$ cat config.mk
export PLATFORM = sky130hd
export DESIGN_NAME = vga_timing_gen
export DESIGN_NICKNAME = d
export VERILOG_FILES = /design/src/rtl/vga_timing_pkg.sv /design/src/rtl/vga_timing_gen_sync_delay_line.sv /design/src/rtl/vga_timing_gen.sv
export SDC_FILE = /design/constraint.sdc
export NUM_CORES = 1
export LEC_CHECK = 0
export ABC_AREA = 1
export CAP_MARGIN = 0
export CORE_MARGIN = 2
export CORE_UTILIZATION = 49
export CTS_BUF_LIST = sky130_fd_sc_hd__clkbuf_4
export CTS_CLUSTER_SIZE = 24
export DETAILED_ROUTE_END_ITERATION = 7
export GPL_ROUTABILITY_DRIVEN = 0
export PLACE_DENSITY = 0.78
export SLEW_MARGIN = 20
export SYNTH_ARGS = -nofsm -noshare
export SYNTH_HDL_FRONTEND = slang
export SYNTH_HIERARCHICAL = 1
export SYNTH_SLANG_ARGS = --single-unit
$ cat constraint.sdc
create_clock -name vga_clk -period 1.5 [get_ports vga_clk]
set_input_delay 0.225 -clock vga_clk [delete_from_list [all_inputs] [get_ports vga_clk]]
set_output_delay 0.225 -clock vga_clk [all_outputs]
set_load 0.02 [all_outputs]
$ cat src/rtl/vga_timing_pkg.sv
// vga_timing_pkg: default 640x480@60 timing constants, derived totals and coordinate type
package vga_timing_pkg;
    localparam int DEF_H_VISIBLE = 640;
    localparam int DEF_H_FRONT   = 16;
    localparam int DEF_H_SYNC    = 96;
    localparam int DEF_H_BACK    = 48;
    localparam int DEF_V_VISIBLE = 480;
    localparam int DEF_V_FRONT   = 10;
    localparam int DEF_V_SYNC    = 2;
    localparam int DEF_V_BACK    = 33;
    localparam int SYNC_DLY      = 2;
    localparam int H_TOTAL = DEF_H_VISIBLE + DEF_H_FRONT + DEF_H_SYNC + DEF_H_BACK;
    localparam int V_TOTAL = DEF_V_VISIBLE + DEF_V_FRONT + DEF_V_SYNC + DEF_V_BACK;
    typedef logic [9:0] coord_t;
endpackage

$ cat src/rtl/vga_timing_gen_sync_delay_line.sv
// sync_delay_line: DEPTH-stage shift register with configurable reset value; built only with VGA_SYNC_DELAY_EN
`ifdef VGA_SYNC_DELAY_EN
module sync_delay_line
    import vga_timing_pkg::*;
#(
    parameter int   DEPTH   = SYNC_DLY,
    parameter logic RST_VAL = 1'b1
) (
    input  logic vga_clk,
    input  logic reset,
    input  logic d,
    output logic q
);
    logic [DEPTH-1:0] sr;
    // shift d in at the bottom; the top stage is the delayed output
    always_ff @(posedge vga_clk or posedge reset) begin
        if (reset) sr <= {DEPTH{RST_VAL}};
        else       sr <= (sr << 1) | DEPTH'(d);
    end
    assign q = sr[DEPTH-1];
endmodule
`endif

$ cat src/rtl/vga_timing_gen.sv
// vga_timing_gen: VGA pixel/line counters with blank, hs/vs and start pulses; VGA_SYNC_DELAY_EN delays hs/vs by SYNC_DLY clocks
module vga_timing_gen
    import vga_timing_pkg::*;
#(
    parameter int H_VISIBLE = DEF_H_VISIBLE,
    parameter int H_FRONT   = DEF_H_FRONT,
    parameter int H_SYNC    = DEF_H_SYNC,
    parameter int H_BACK    = DEF_H_BACK,
    parameter int V_VISIBLE = DEF_V_VISIBLE,
    parameter int V_FRONT   = DEF_V_FRONT,
    parameter int V_SYNC    = DEF_V_SYNC,
    parameter int V_BACK    = DEF_V_BACK
) (
    input  logic       vga_clk,
    input  logic       reset,
    output logic [9:0] DrawX,
    output logic [9:0] DrawY,
    output logic       blank,
    output logic       hs,
    output logic       vs,
    output logic       line_start,
    output logic       frame_start
);
    localparam int H_TOT = H_VISIBLE + H_FRONT + H_SYNC + H_BACK;
    localparam int V_TOT = V_VISIBLE + V_FRONT + V_SYNC + V_BACK;
    localparam coord_t H_LAST = coord_t'(H_TOT - 1);
    localparam coord_t V_LAST = coord_t'(V_TOT - 1);
    localparam coord_t H_VIS  = coord_t'(H_VISIBLE);
    localparam coord_t V_VIS  = coord_t'(V_VISIBLE);
    localparam coord_t HS_BEG = coord_t'(H_VISIBLE + H_FRONT);
    localparam coord_t HS_END = coord_t'(H_VISIBLE + H_FRONT + H_SYNC);
    localparam coord_t VS_BEG = coord_t'(V_VISIBLE + V_FRONT);
    localparam coord_t VS_END = coord_t'(V_VISIBLE + V_FRONT + V_SYNC);

    if (H_TOT > 1024 || V_TOT > 1024) begin : g_range_check
        $error("vga_timing_gen: H_TOTAL and V_TOTAL must not exceed 1024");
    end

    coord_t hc_n, vc_n;
    logic   hs_r, vs_r;

    // next-state counters: pixel count wraps at end of line, line count wraps at end of frame
    always_comb begin
        hc_n = (DrawX == H_LAST) ? '0 : DrawX + 1'b1;
        vc_n = (DrawX != H_LAST) ? DrawY : (DrawY == V_LAST) ? '0 : DrawY + 1'b1;
    end

    // flags are decoded from the same next-state values as the counters, so they never skew
    always_ff @(posedge vga_clk or posedge reset) begin
        if (reset) begin
            DrawX       <= '0;
            DrawY       <= '0;
            blank       <= 1'b0;
            hs_r        <= 1'b1;
            vs_r        <= 1'b1;
            line_start  <= 1'b0;
            frame_start <= 1'b0;
        end else begin
            DrawX       <= hc_n;
            DrawY       <= vc_n;
            blank       <= (hc_n < H_VIS) && (vc_n < V_VIS);
            hs_r        <= !((hc_n >= HS_BEG) && (hc_n < HS_END));
            vs_r        <= !((vc_n >= VS_BEG) && (vc_n < VS_END));
            line_start  <= hc_n == '0;
            frame_start <= (hc_n == '0) && (vc_n == '0);
        end
    end

`ifdef VGA_SYNC_DELAY_EN
    sync_delay_line #(.DEPTH(SYNC_DLY), .RST_VAL(1'b1)) u_hs_dly (
        .vga_clk(vga_clk), .reset(reset), .d(hs_r), .q(hs)
    );
    sync_delay_line #(.DEPTH(SYNC_DLY), .RST_VAL(1'b1)) u_vs_dly (
        .vga_clk(vga_clk), .reset(reset), .d(vs_r), .q(vs)
    );
`else
    assign hs = hs_r;
    assign vs = vs_r;
`endif
endmodule

# Word level (Yosys, flattened, before mapping)
# Cells that the tools add are included.
# word_totals
ff_bits	25
in_bits	2
wordCells	29
# classes
n_addsub	2
n_lt_le_gt_ge	6
eq_ne	3
muxes	3
reduce_logical	8
# op_table
operator	n
$mux W10	3
$add A10 B1 Y10 const B	2
$eq A10 B10 Y1 const B	2
$logic_not A10 Y1	2
$lt A10 B10 Y1 const B	2
$lt A10 B9 Y1 const B	2
$ge A10 B10 Y1 const B	1
$ge A10 B9 Y1 const B	1
$ne A10 B10 Y1 const B	1
$logic_and A1 B1 Y1	4
$logic_not A1 Y1	2

# Logic depth before layout (Yosys ltp)
# logic_depth
depth_word	6
ltp_mapped	12
mapped_depth_nobuf	12

# Least setup slack after synthesis
# No wires, ideal clock.
# synth_path
path_kind	flip-flop to flip-flop
start	register DrawX[0]
end	register frame_start
arrival_time_ns	1.710
required_time_ns	1.385
path_slack_ns	-0.325
stages_incl_launch_ff	11
n_path_buf	0
synth_period_minus_slack_ns	1.825
cell_sequence	dfrtp_1 -> ha_1 -> nand4_4 -> nor2_8 -> nand2_1 -> o21bai_2 -> inv_2 -> nor2_2 -> nor2_1 -> nand2_1 -> nor2_1
# synth_via
elab_chain_len	4
elab_cells_between_ends	8
cone_classes	add/sub (1); eq/ne (2); mux (2); reduce/logical (3)
# synth_lines
item	line_no	source
from (decl)	vga_timing_gen.sv:16	output logic [9:0] DrawX,
from (signal assigned)	vga_timing_gen.sv:59	DrawX <= hc_n;
$ne A10 B10 Y1	vga_timing_gen.sv:45	vc_n = (DrawX != H_LAST) ? DrawY : (DrawY == V_LAST) ? '0 : DrawY + 1'b1;
$mux W10	vga_timing_gen.sv:45	
via vc_n[4]	vga_timing_gen.sv:39	coord_t hc_n, vc_n;
$logic_not A10 Y1	vga_timing_gen.sv:65	frame_start <= (hc_n == '0) && (vc_n == '0);
$logic_and A1 B1 Y1	vga_timing_gen.sv:65	
to (signal assigned)	vga_timing_gen.sv:65	
to (decl)	vga_timing_gen.sv:22	output logic frame_start
# The timed path passes the listed nets, and every way through them passes these cells.

# Worst setup path in the final report
# layout_path
start	register DrawY[0]
end	register frame_start
# layout_via
elab_chain_len	5
elab_cells_between_ends	6
cone_classes	add/sub (1); eq/ne (1); mux (2); reduce/logical (2)
# layout_lines
item	line_no	source
from (decl)	vga_timing_gen.sv:17	output logic [9:0] DrawY,
from (signal assigned)	vga_timing_gen.sv:60	DrawY <= vc_n;
$add A10 B1 Y10 / $eq A10 B10 Y1 (equally long branches)	vga_timing_gen.sv:45	
$mux W10 * (2 in series)	vga_timing_gen.sv:45	
via vc_n[2]	vga_timing_gen.sv:39	
$logic_not A10 Y1 *	vga_timing_gen.sv:65	
$logic_and A1 B1 Y1 *	vga_timing_gen.sv:65	
# Mark *: on every way through the listed nets, which the timed path passes. The rest lies on a longest branch.

==> run summary <==
- outcome: finished, violations left
- failing checks: negative setup slack
- clock latency reported for the late side of the worst-skew pair: 0.32 ns
- adder and majority cell fraction of the synthesized area: 0.0248
- nets@finish: 290
- synthesized flop and latch total: 25
- fill count: 205
- DRC violation count after routing: 0
- die outline height: 59.6 um
- ratio of final minimum period to clock period: 1.19
- Final Core Density: 0.792
- Max Transition Viols Final: 0
- slew at the pin closest to its max-slew limit: 0.326 ns
- Reg2Reg Setup Slack: -0.28 ns
- final WL: 4040 um
- buffers from clock root to sink, at most: 2
- primary flip-flop cell chosen by synthesis mapping: sky130_fd_sc_hd__dfrtp_1
- largest net degree at the start of global routing: 26
- detailed-route wire length per cell: 12.8 um
- Clk Tree Root Cell: sky130_fd_sc_hd__clkbuf_4
- warning count from the yosys run: 6
- category of the worst setup path launch point: flop
- gr ovfl total: 0
- worst path required time: 1.76 ns
- library cells used by synthesis: 25
- Diodes inserted: 0
- fraction of power consumed by combinational cells: 0.018
- worst-case clock skew: 0.00933 ns
- num ports: 27
- Final min period: 1.78 ns
- floorplan row count: 20
- WS Path Type: reg2reg
- GRT Util Overall: 0.215
- setup repair after global routing missed its margin: true
- leakage power: 1.35 nW
- register area share after synthesis: 0.414
- core area: 3000 um2
- area fraction in compound gates after synthesis: 0.0462
- Final setup violation count: 10
- total via count after detailed routing: 1604
- Switching Share: 0.221
- CTS tree: built
- cell area power density: 420 nW/um2
- drt first pass iters: 4
- CP Data Arrival Time: 2.05 ns
- sequential fraction of design power: 0.675
- largest fanout on the critical path: 4
- die span in x: 59.6 um
- worst hold path type: in2async
- gate count after technology mapping: 204
- Power Total: 0.000999 W
- area delta synth->final: 56.8%
- initial drt markers: 42
- largest family of logic cells by synthesized area: simple AND/OR/NAND/NOR gates
- number of buffers created by CTS: 3
- EDFF count, synth: 0
- worst flop-to-flop path startpoint: DrawY[0]
- power dissipated by switching net loads: 0.000221 W
- post-route worst hold slack: 0.232 ns
- Antenna Violating Nets Remaining: 0
- proportion of power drawn by the clock network: 0.307
- post-detailed-placement half-perimeter wirelength: 2790 um
- Num Clock Sinks: 25
- R2R depth: 13
- Slew Limit Headroom: 0.782
- final number of hold-violating endpoints: 0
- number of violations of the max-capacitance limit: 0
- vias in the first global route: 1368
- Vias/cell: 5.06
- initial standard-cell utilization of the core: 0.505
- Reg-to-Reg End: frame_start
- clock-pin transition on the worst setup and hold timing paths: 0.14 ns
- CTS H-tree lvls: 1
- endpoint type of the worst setup path: flop
- layout cells sized above 1: 0.426
- worst setup slack after layout: -0.284 ns
- mapped cell area: 1520 um2
- Net Count, Synth: 209
- fraction of registers with async set/reset: 1.00
- cell-internal power: 0.000778 W
- antenna violations before repair: 0
- final setup TNS: -1.12 ns
- first-pass GRT wire length: 5750 um
- mux share of post-synthesis cell area: 0
- post-synthesis average cell area: 7.43 um2
- Total Die Area: 3560 um2
- share of synthesized cell area in and, or, nand and nor gates: 0.405
- Worst IR Drop VDD: 0.447 mV
- fmax: 561 MHz
- I/O Buffers: 26
- xor and xnor area share after synthesis: 0.0231
## worst max-delay path by stage
stage	startpoint	to	cells past startpoint
after floorplan	DrawX[0]	frame_start	10
after global placement	DrawY[0]	frame_start	12
after detailed placement	DrawY[0]	frame_start	12
after CTS	DrawY[0]	frame_start	13
after global routing	DrawY[0]	frame_start	13
final	DrawY[0]	frame_start	13
## synthesized netlist by cell type (2+ instances only)
library cell	number	area share
sky130_fd_sc_hd__xor2_1	3	0.017
sky130_fd_sc_hd__o21ai_1	3	0.0099
sky130_fd_sc_hd__nand2_2	6	0.025
sky130_fd_sc_hd__inv_2	3	0.0074
sky130_fd_sc_hd__o21ai_0	3	0.0099
sky130_fd_sc_hd__nor2_2	5	0.021
sky130_fd_sc_hd__nand2_1	63	0.16
sky130_fd_sc_hd__nand4_4	2	0.028
sky130_fd_sc_hd__inv_1	31	0.077
sky130_fd_sc_hd__o21bai_1	2	0.0099
sky130_fd_sc_hd__ha_1	3	0.025
sky130_fd_sc_hd__nor2_1	25	0.062
sky130_fd_sc_hd__dfrtp_1	23	0.38
sky130_fd_sc_hd__nand4_1	7	0.029
sky130_fd_sc_hd__dfstp_2	2	0.035
sky130_fd_sc_hd__nor2_4	2	0.015
sky130_fd_sc_hd__nand3_1	13	0.043
## critical path: stages (launching register included)
cell	delay (ns)
sky130_fd_sc_hd__dfrtp_2	0.45
sky130_fd_sc_hd__inv_2	0.09
sky130_fd_sc_hd__ha_4	0.13
sky130_fd_sc_hd__nand2_2	0.04
sky130_fd_sc_hd__nor2_1	0.11
sky130_fd_sc_hd__nand4_1	0.18
sky130_fd_sc_hd__buf_4	0.21
sky130_fd_sc_hd__o21ai_2	0.05
sky130_fd_sc_hd__nand2_1	0.06
sky130_fd_sc_hd__nand2_1	0.09
sky130_fd_sc_hd__inv_2	0.05
sky130_fd_sc_hd__nor2_1	0.10
sky130_fd_sc_hd__nand2_1	0.06
sky130_fd_sc_hd__nor2_1	0.09
## cell type report
class / instances / area [um2] / share of cell area
clock buffer: 3 / 22.5 / 0.00947
sequential: 25 / 634 / 0.267
timing repair buffer: 76 / 659 / 0.277
inverter: 35 / 133 / 0.0558
multi-input combinational: 144 / 882 / 0.371
tap: 33 / 41.3 / 0.0174
clock inverter: 1 / 5.00 / 0.00211
## through the flow
stage | setup slack, ns | std cells | area [um2]
CTS | -0.148 | 310 | 2190
finish | -0.284 | 317 | 2380
floorplan | -0.0740 | 204 | 1540
global placement | -0.123 | 298 | 2110
detailed placement | -0.155 | 298 | 2110
global route | -0.382 | 317 | 2380
## sequential cells by signal, indices dropped and copies added, names as in the netlist
register	cells
vs	1
line_start	1
DrawY	10
frame_start	1
hs	1
blank	1
DrawX	10
## layout by cell type (no fill, tap or decap), types with 3 or more instances in the layout
cell type / netlist / routed
sky130_fd_sc_hd__nand2_1: 63 / 53
sky130_fd_sc_hd__buf_4: 0 / 41
sky130_fd_sc_hd__inv_1: 31 / 23
sky130_fd_sc_hd__nor2_1: 25 / 21
sky130_fd_sc_hd__dfrtp_1: 23 / 18
sky130_fd_sc_hd__dlygate4sd2_1: 0 / 16
sky130_fd_sc_hd__nand2_2: 6 / 15
sky130_fd_sc_hd__inv_2: 3 / 11
sky130_fd_sc_hd__nand3_1: 13 / 9
sky130_fd_sc_hd__buf_6: 0 / 9
sky130_fd_sc_hd__nand4_1: 7 / 7
sky130_fd_sc_hd__nor2_2: 5 / 6
sky130_fd_sc_hd__dfrtp_2: 0 / 5
sky130_fd_sc_hd__nand3_2: 1 / 5
sky130_fd_sc_hd__nor2_4: 2 / 5
sky130_fd_sc_hd__dlymetal6s2s_1: 0 / 4
sky130_fd_sc_hd__o21ai_2: 0 / 3
sky130_fd_sc_hd__xor2_1: 3 / 3
sky130_fd_sc_hd__o21ai_1: 3 / 3
sky130_fd_sc_hd__clkbuf_4: 0 / 3
## power groups by stage
stage	Combinational [W]	Clock (W)	Sequential, W
floorplan	0.00000996	0	0.000687
global placement	0.0000180	0	0.000687
detailed placement	0.0000184	0	0.000687
CTS	0.0000184	0.000306	0.000674
global route	0.0000211	0.000339	0.000675
finish	0.0000176	0.000307	0.000674
## cells by family (layout without fill, tap and decap cells)
kind of cell    after synthesis  count (layout)
compound gates               11              11
xor+xnor                      4               4
fa+ha+maj                     3               3
buf+inv                      35             115
flops                        25              25
simple gates                126             126
## metal layers
metal / wire [um] / up-vias / GRT usage
li1: - / 792 / -
met1: 1770 / 775 / 0.255
met2: 2120 / 32 / 0.397
met3: 128 / 5 / 0.0306
met4: 31 / 0 / 0.0698
met5: 0 / - / 0
## timing repair
item	in CTS	in global routing
hold buffers	0	0
gates resized for setup	34	47
pin swaps	14	25
setup buffers	8	7
setup endpoints to repair	27	19
Note: power is estimated with default switching activity, not from simulation.
